**config.mk**
```make
export PLATFORM = sky130hd
export DESIGN_NAME = fetch_bundle_queue
export DESIGN_NICKNAME = d
export VERILOG_FILES = /design/src/rtl/vliw_pkg.sv /design/src/rtl/sync_fifo.sv /design/src/rtl/fetch_bundle_queue.sv
export SDC_FILE = /design/constraint.sdc
export NUM_CORES = 1
export LEC_CHECK = 0
export BUFFER_PORTS_ARGS = -buffer_cell sky130_fd_sc_hd__buf_2
export CAP_MARGIN = 20
export CORE_MARGIN = 8
export CORE_UTILIZATION = 40
export CTS_BUF_LIST = sky130_fd_sc_hd__clkbuf_16
export CTS_CLUSTER_SIZE = 14
export DETAILED_ROUTE_END_ITERATION = 12
export SLEW_MARGIN = 20
export SYNTH_ARGS = -nofsm -noshare
export SYNTH_HDL_FRONTEND = slang
export SYNTH_SLANG_ARGS = --single-unit
export TNS_END_PERCENT = 50
```
**constraint.sdc**
```tcl
create_clock -name clk -period 7.3 [get_ports clk]
set_input_delay 0.365 -clock clk [delete_from_list [all_inputs] [get_ports clk]]
set_output_delay 0.365 -clock clk [all_outputs]
set_load 0.005 [all_outputs]
```
**src/rtl/vliw_pkg.sv**
```systemverilog
// Shared types and constants for the VLIW fetch path: lane-ordered bundle
// layout and the {pc, bundle} entry held in the fetch queue.
package vliw_pkg;

    localparam int          BUNDLE_BYTES = 16;
    localparam logic [31:0] NOP_INST     = 32'h0000_0013;

    // Packed MSB-first, so ixu1 lands on bits [31:0] and bru on [127:96].
    typedef struct packed {
        logic [31:0] bru;
        logic [31:0] lsu;
        logic [31:0] ixu2;
        logic [31:0] ixu1;
    } bundle_t;

    typedef struct packed {
        logic [31:0] pc;
        bundle_t     bundle;
    } fetch_entry_t;

endpackage

```
**src/rtl/sync_fifo.sv**
```systemverilog
// Generic synchronous FIFO with flush and occupancy; a push into a full FIFO
// is accepted when a pop frees the head in the same cycle.
module sync_fifo #(
    parameter int WIDTH = 8,
    parameter int DEPTH = 4
) (
    input  logic                       clk,
    input  logic                       rst,
    input  logic                       flush,
    input  logic                       push,
    input  logic                       pop,
    input  logic [WIDTH-1:0]           wr_data,
    output logic [WIDTH-1:0]           rd_data,
    output logic                       full,
    output logic                       empty,
    output logic [$clog2(DEPTH):0]     occupancy
);
    localparam int AW = $clog2(DEPTH);

    logic [WIDTH-1:0] r_mem [DEPTH];
    logic [AW-1:0]    r_wr_ptr;
    logic [AW-1:0]    r_rd_ptr;
    logic [AW:0]      r_count;
    logic             w_do_pop;
    logic             w_do_push;

    assign full      = (r_count == (AW+1)'(DEPTH));
    assign empty     = (r_count == '0);
    assign occupancy = r_count;
    assign rd_data   = r_mem[r_rd_ptr];

    assign w_do_pop  = pop && !empty && !flush;
    assign w_do_push = push && (!full || w_do_pop) && !flush;

    always_ff @(posedge clk) begin
        if (w_do_push && !rst) begin
            r_mem[r_wr_ptr] <= wr_data;
        end
    end

    always_ff @(posedge clk) begin
        if (rst || flush) begin
            r_wr_ptr <= '0;
            r_rd_ptr <= '0;
            r_count  <= '0;
        end else begin
            if (w_do_push) r_wr_ptr <= r_wr_ptr + AW'(1);
            if (w_do_pop)  r_rd_ptr <= r_rd_ptr + AW'(1);
            case ({w_do_push, w_do_pop})
                2'b10:   r_count <= r_count + (AW+1)'(1);
                2'b01:   r_count <= r_count - (AW+1)'(1);
                default: r_count <= r_count;
            endcase
        end
    end

endmodule

```
**src/rtl/fetch_bundle_queue.sv**
```systemverilog
// Fetch front end: owns the fetch PC, prefetches one bundle per cycle into a
// queue, presents the head split per lane, and flushes/redirects on a branch.
module fetch_bundle_queue #(
    parameter int          DEPTH    = 4,
    parameter logic [31:0] RESET_PC = 32'h0000_0000,
    parameter logic [31:0] NOP_INST = vliw_pkg::NOP_INST
) (
    input  logic                   clk,
    input  logic                   rst,
    output logic [31:0]            fetch_pc,
    input  logic [127:0]           inst_bundle,
    input  logic                   stall,
    input  logic                   branch_taken,
    input  logic [31:0]            new_pc,
    output logic                   bundle_valid,
    output logic [31:0]            bundle_pc,
    output logic [31:0]            ixu1_inst,
    output logic [31:0]            ixu2_inst,
    output logic [31:0]            lsu_inst,
    output logic [31:0]            bru_inst,
    output logic                   squash,
    output logic [$clog2(DEPTH):0] occupancy
);
    import vliw_pkg::*;

    localparam int EW = $bits(fetch_entry_t);

    logic [31:0]   r_fetch_pc;
    logic          r_squash;
    logic          w_full;
    logic          w_empty;
    logic          w_push;
    logic          w_pop;
    logic [EW-1:0] w_rd_data;
    fetch_entry_t  w_wr_entry;
    fetch_entry_t  w_head;
    logic [3:0]    w_unused_new_pc_lsb;

    assign w_unused_new_pc_lsb = new_pc[3:0];

    // Full is a pre-edge view; a same-cycle pop makes room for the push.
    assign w_pop  = bundle_valid && !stall && !branch_taken;
    assign w_push = (!w_full || w_pop) && !branch_taken;

    assign w_wr_entry.pc     = r_fetch_pc;
    assign w_wr_entry.bundle = bundle_t'(inst_bundle);

    sync_fifo #(
        .WIDTH (EW),
        .DEPTH (DEPTH)
    ) u_fifo (
        .clk       (clk),
        .rst       (rst),
        .flush     (branch_taken),
        .push      (w_push),
        .pop       (w_pop),
        .wr_data   (w_wr_entry),
        .rd_data   (w_rd_data),
        .full      (w_full),
        .empty     (w_empty),
        .occupancy (occupancy)
    );

    always_ff @(posedge clk) begin
        if (rst) begin
            r_fetch_pc <= RESET_PC;
            r_squash   <= 1'b0;
        end else begin
            r_squash <= branch_taken;
            if (branch_taken) begin
                r_fetch_pc <= {new_pc[31:4], 4'b0000};
            end else if (w_push) begin
                r_fetch_pc <= r_fetch_pc + 32'(BUNDLE_BYTES);
            end
        end
    end

    assign w_head       = fetch_entry_t'(w_rd_data);
    assign fetch_pc     = r_fetch_pc;
    assign squash       = r_squash;
    assign bundle_valid = !w_empty;
    assign bundle_pc    = bundle_valid ? w_head.pc          : 32'h0;
    assign ixu1_inst    = bundle_valid ? w_head.bundle.ixu1 : NOP_INST;
    assign ixu2_inst    = bundle_valid ? w_head.bundle.ixu2 : NOP_INST;
    assign lsu_inst     = bundle_valid ? w_head.bundle.lsu  : NOP_INST;
    assign bru_inst     = bundle_valid ? w_head.bundle.bru  : NOP_INST;

endmodule

```
==> metrics.txt, run 1 <==
outcome finished, final reports clean; synthesized area 25730 µm²; fmax 273.4 MHz; Main synth FF type edfxtp_1; Final period util 50.11%; worst-skew pair later-pin latency 0.59 ns; number of synthesized flops with an enable pin 624; post-CTS resize count 0; final hold viol count 0; DRT iter0 DRCs 934; top-area cell type share of the netlist area 72.83%; post-route ant nets 0; Unique masters post-synth 52; required time of the critical path 6.93 ns; largest cells by area after synthesis edfxtp_1 (73%), mux4_2 (14%), and2_1 (3.7%); CTS tree built; worst path arrival time 3.29 ns; final RePlAce weighted congestion 0.7985; Worst-Margin Slew 1.011 ns; register area share after synthesis 75.78%; fin cells 2662; Root Buffer clkbuf_16; Layout Nets 1927; Std-Cell Core Area 64000 µm²; Starting Density 40.20%; htree depth 3; fillcell total 5368; critical path peak fanout 76; DR DRC count 0; asr flop ratio synth 0%; Static Leak 10.96 nW; final setup violation count 0; FF+latch count, synth 662; largest area contributor in the netlist edfxtp_1; Max Used Layer met4; top post-synthesis cells by count edfxtp_1 (624), mux4_2 (156), and2_1 (151); clk buf depth 3; IO buf count 348; DP HPWL 35020 µm; Reg clk slew, reported paths 0.06 ns; post-synthesis cell count 1263; P&R area growth vs syn 23.59%; met1 wire length 24450 µm; fin. max-slew vios 0; crit path time final 3.658 ns; r2r setup slk 4.10 ns; Layout Skew 0.01979 ns; gr ovfl total 0; vias per cell 5.119; maximum VDD drop 0.1279 mV; count leader, synth edfxtp_1; syn_area_per_cell 20.37 µm²; Hold WS 0.06785 ns; crit path kind flop to output pin; die area 72690 µm²; Ys Warns 0; TritonCTS Buffers 71; met2 WL post-DR 30050 µm; Total Negative Setup Slacks 0 ns; maxcap violations 0; Die Y 269.6 µm; worst hold path class input pin to flop; crit path launch type flop; vias post-DR 13630; met3 WL 3073 µm; drt pass-1 iters 5; Cell Rows 93; CP endpoint kind output pin; PwrDens 250.2 nW/µm²; Avg WL per Cell 22.09 µm; TritonCTS Sinks 662; Detailed Route WL 58810 µm; GR Util All Layers 15.94%; initial antenna violation count 3; vias in the first global route 14720; Inst Count DP 2409; largest net degree at the start of global routing 99; fraction of layout cells with a size suffix above 1 35.05%; Slew HR 32.62%; num ports 361; first-pass GRT wire length 90310 µm; Power Total 7.956 mW; setup repair after global routing missed its margin false; chip width 269.6 µm
## area by class of cell
class | instances | area [µm²] | area share [%]
repair buffers | 491 | 3186 | 10.02
multi-input cells | 518 | 5864 | 18.44
well taps | 855 | 1070 | 3.364
diodes | 4 | 10.01 | 0.03148
flip-flops and latches | 662 | 19510 | 61.34
inverters | 11 | 46.29 | 0.1456
clock inverters | 48 | 291.5 | 0.9167
clock buffers | 73 | 1827 | 5.744
## routing by layer
layer	GRT usage [%]	vias to the layer above
li1	-	6079
met1	20.15	7099
met2	27.51	357
met3	3.620	92
met4	4.363	0
met5	0	-
## metrics by stage
step           cell area (µm²)  util (%)  worst slack (ns)
3_3_place_gp             28390     44.36             3.972
2_1_floorplan            25760         -             1.763
6_report                 31800     49.69             3.642
3_5_place_dp             28390     44.36             3.981
5_1_grt                  31790     49.67             3.407
4_1_cts                  31790     49.67             3.534
## final timing paths
path         cells past startpoint                   to                start
min reg2reg                      2   u_fifo.r_rd_ptr[1]   u_fifo.r_rd_ptr[1]
min                              3         fetch_pc[13]           new_pc[13]
max                              8         ixu1_inst[5]  u_fifo.occupancy[0]
max reg2reg                      6  u_fifo.r_mem[1][25]  u_fifo.occupancy[0]
## state kept, by name (all words and copies together) (netlist names), named ones only
signal,cells
u_fifo.r_mem,624
fetch_pc,28
u_fifo.occupancy,3
u_fifo.r_rd_ptr,2
u_fifo.r_wr_ptr,2
squash,1
## cells by family (layout without fill, tap and decap cells)
| kind of cell | after synthesis | after routing | synth area share (%) |
|---|---|---|---|
| AND/OR/NAND/NOR | 273 | 273 | 6.336 |
| adder cells (fa/ha/maj) | 8 | 8 | 0.3890 |
| flip-flops | 662 | 662 | 75.78 |
| XOR/XNOR | 14 | 14 | 0.4766 |
| multiplexers | 158 | 158 | 13.73 |
| other | 1 | 12 | 0.01457 |
| buffers and inverters | 90 | 623 | 1.566 |
| AO/OA/AOI/OAI | 57 | 57 | 1.702 |
## critical path, cell delays in order, from the launching register on
cell and delay (ns):
dfxtp_1 0.40, inv_1 0.07, ha_1 0.24, nor2b_1 0.14
buf_4 0.21, inv_6 0.40, buf_4 0.67, and2_1 0.30
buf_2 0.14
## layout by cell type, fill, tap and decap left out, drive strengths merged, types with 9 or more instances in the layout
| cell type | count |
|---|---|
| nand3 | 11 |
| a311oi | 9 |
| dfxtp | 38 |
| clkbuf | 73 |
| inv | 29 |
| or4 | 10 |
| and2 | 151 |
| clkinv | 24 |
| a211oi | 9 |
| buf | 363 |
| dlygate4sd3 | 128 |
| edfxtp | 624 |
| nand2 | 17 |
| or2 | 15 |
| nand4 | 9 |
| nor2 | 31 |
| mux4 | 156 |
| xor2 | 9 |
## power breakdown
part	switching, mW	internal (mW)
combinational	0.205	0.194
sequential	0.0441	4.24
clock	1.40	1.88
## timing repair
item,4_1_cts,5_1_grt
hold buffers,128,0
buffers inserted,0,0
hold endpoints to repair,512,0
Power figures use the tool's default switching activity.
==> run 2, diff against run 1 <==
==> constraint.sdc (replaced) <==
create_clock -name clk -period 3.2 [get_ports clk]
set_input_delay 0.16 -clock clk [delete_from_list [all_inputs] [get_ports clk]]
set_output_delay 0.16 -clock clk [all_outputs]
set_load 0.005 [all_outputs]
==> run 2 against run 1 <==
Compared with the run above: sequential cell count unchanged; sequential power increased by 130%; total power increased by 130%; critical path type unchanged; first-iteration DRC count increased by 20%; final cell count increased by 2.7%; clock-buffer cell count decreased by 1; largest power group unchanged; largest cell class unchanged; combinational power increased by 140%; clock skew decreased by 0.0023 ns; non-clock buffer count increased by 67.
==> metrics.txt, run 2 (same netlist as run 1, synthesis figures left out) <==
CTS tree built; DR DRC count 0; worst-skew pair later-pin latency 0.60 ns; final RePlAce weighted congestion 0.7477; critical path buffer and inverter count 5; fin. max-slew vios 0; Cell Rows 93; Detailed Route WL 59990 µm; setup repair after global routing missed its margin false; Layout Skew 0.01746 ns; crit path kind flop to output pin; final instance area 32540 µm²; Largest Register u_fifo.r_mem; GR Util All Layers 16.24%; vias per cell 5.076; delay-heaviest family, CP buffers and inverters; required time of the critical path 3.04 ns; IO buf count 348; largest net degree at the start of global routing 71; first-pass GRT wire length 91810 µm; Static Leak 11.35 nW; max incr delay on CP 0.39 ns; htree depth 3; outcome finished, final reports clean; post-CTS resize count 0; Power Total 18.11 mW; commonest cells after routing, fill and taps aside edfxtp_1 (624), buf_2 (348), dlygate4sd3_1 (157); worst path arrival time 2.68 ns; Worst-Margin Slew 0.7714 ns; die area 72690 µm²; Reg clk slew, reported paths 0.06 ns; final hold viol count 0; Root Buffer clkbuf_16; critical path peak fanout 45; DRT iter0 DRCs 1118; DP HPWL 37680 µm; PwrDens 556.7 nW/µm²; CP endpoint kind output pin; vias in the first global route 14930; commonest non-fill, non-tap cell in the layout edfxtp_1; worst r2r path cells 5; Layout Nets 1994; hold path depth 3; num ports 361; CTS hold repair buffers 157; clk buf depth 3; chip width 269.6 µm; Cell Chain, Critical Path inv_1, ha_1, nor2b_1, buf_4, inv_4, buf_12, and2_1, buf_2; Final Util 50.84%; # Post-CTS Setup Buffers 0; critical path depth 8; fmax 352.2 MHz; Final period util 88.72%; crit path time final 2.839 ns; worst hold path class input pin to flop; maxcap violations 0; TritonCTS Sinks 662; Avg WL per Cell 21.94 µm; Hold WS 0.1033 ns; slowest stage cell, crit path dfxtp_1; Starting Density 40.20%; gr ovfl total 0; vias post-DR 13880; TritonCTS Buffers 71; post-route ant nets 0; dpl cell area 28860 µm²; Slew HR 48.42%; initial antenna violation count 1; max FFs per register 624; Std-Cell Core Area 64000 µm²; maximum VDD drop 0.3101 mV; P&R area growth vs syn 26.45%; Die Y 269.6 µm; crit path launch type flop; drt pass-1 iters 5; fraction of layout cells with a size suffix above 1 36.00%; final setup violation count 0
## run 2: cell count changes in the layout (fill, tap and decap cells not counted)
cell	delta
clkinv_1	-4
buf_4	+23
clkinv_4	+1
bufinv_16	-1
dlygate4sd3_1	+29
clkbuf_16	-1
buf_12	+15
clkinvlp_4	-2
clkinv_8	-1
clkinv_2	+6
inv_1	+4
inv_4	+3
## run 2: final timing paths
path / startpoint / slack, ns / to
max: u_fifo.occupancy[0] / 0.36 / bundle_pc[24]
min: rst / 0.10 / squash
max reg2reg: u_fifo.occupancy[0] / 0.51 / u_fifo.r_mem[2][9]
min reg2reg: u_fifo.r_rd_ptr[1] / 0.53 / u_fifo.r_rd_ptr[1]
## run 2: area by class of cell
cell class	instances	area [µm²]
inverter	11	43.79
sequential	662	19510
clock inverter	54	290.3
timing repair buffer	558	3949
antenna	4	10.01
tap	855	1070
multi-input combinational	518	5864
fill	5252	31460
clock buffer	72	1802
## run 2: worst min-delay path, stage by stage
cell    delay, ns
buf_2        0.11
buf_4        0.23
nor2_1       0.12
## run 2: layer usage
layer	vias up	GRT usage (%)	part of all wire [%]
li1	6231	-	-
met1	7172	21.49	43
met2	400	26.82	50
met3	74	3.231	5.4
met4	0	5.439	2.3
met5	-	0	0
## run 2: where the power goes
group / internal, mW / leakage, nW / switching (mW)
registers: 9.67 / 6.01 / 0.0992
logic: 0.488 / 4.23 / 0.487
clock network: 4.17 / 1.11 / 3.20
## run 2: metrics by stage
stage / instances / setup TNS [ns] / setup slack (ns)
after floorplan: 1270 / -372.21 / -0.5965
after CTS: 2730 / 0 / 0.2641
after global routing: 2731 / 0 / 0.1744
final: 2734 / 0 / 0.3610
after global placement: 2447 / 0 / 0.5616
after detailed placement: 2447 / 0 / 0.4880
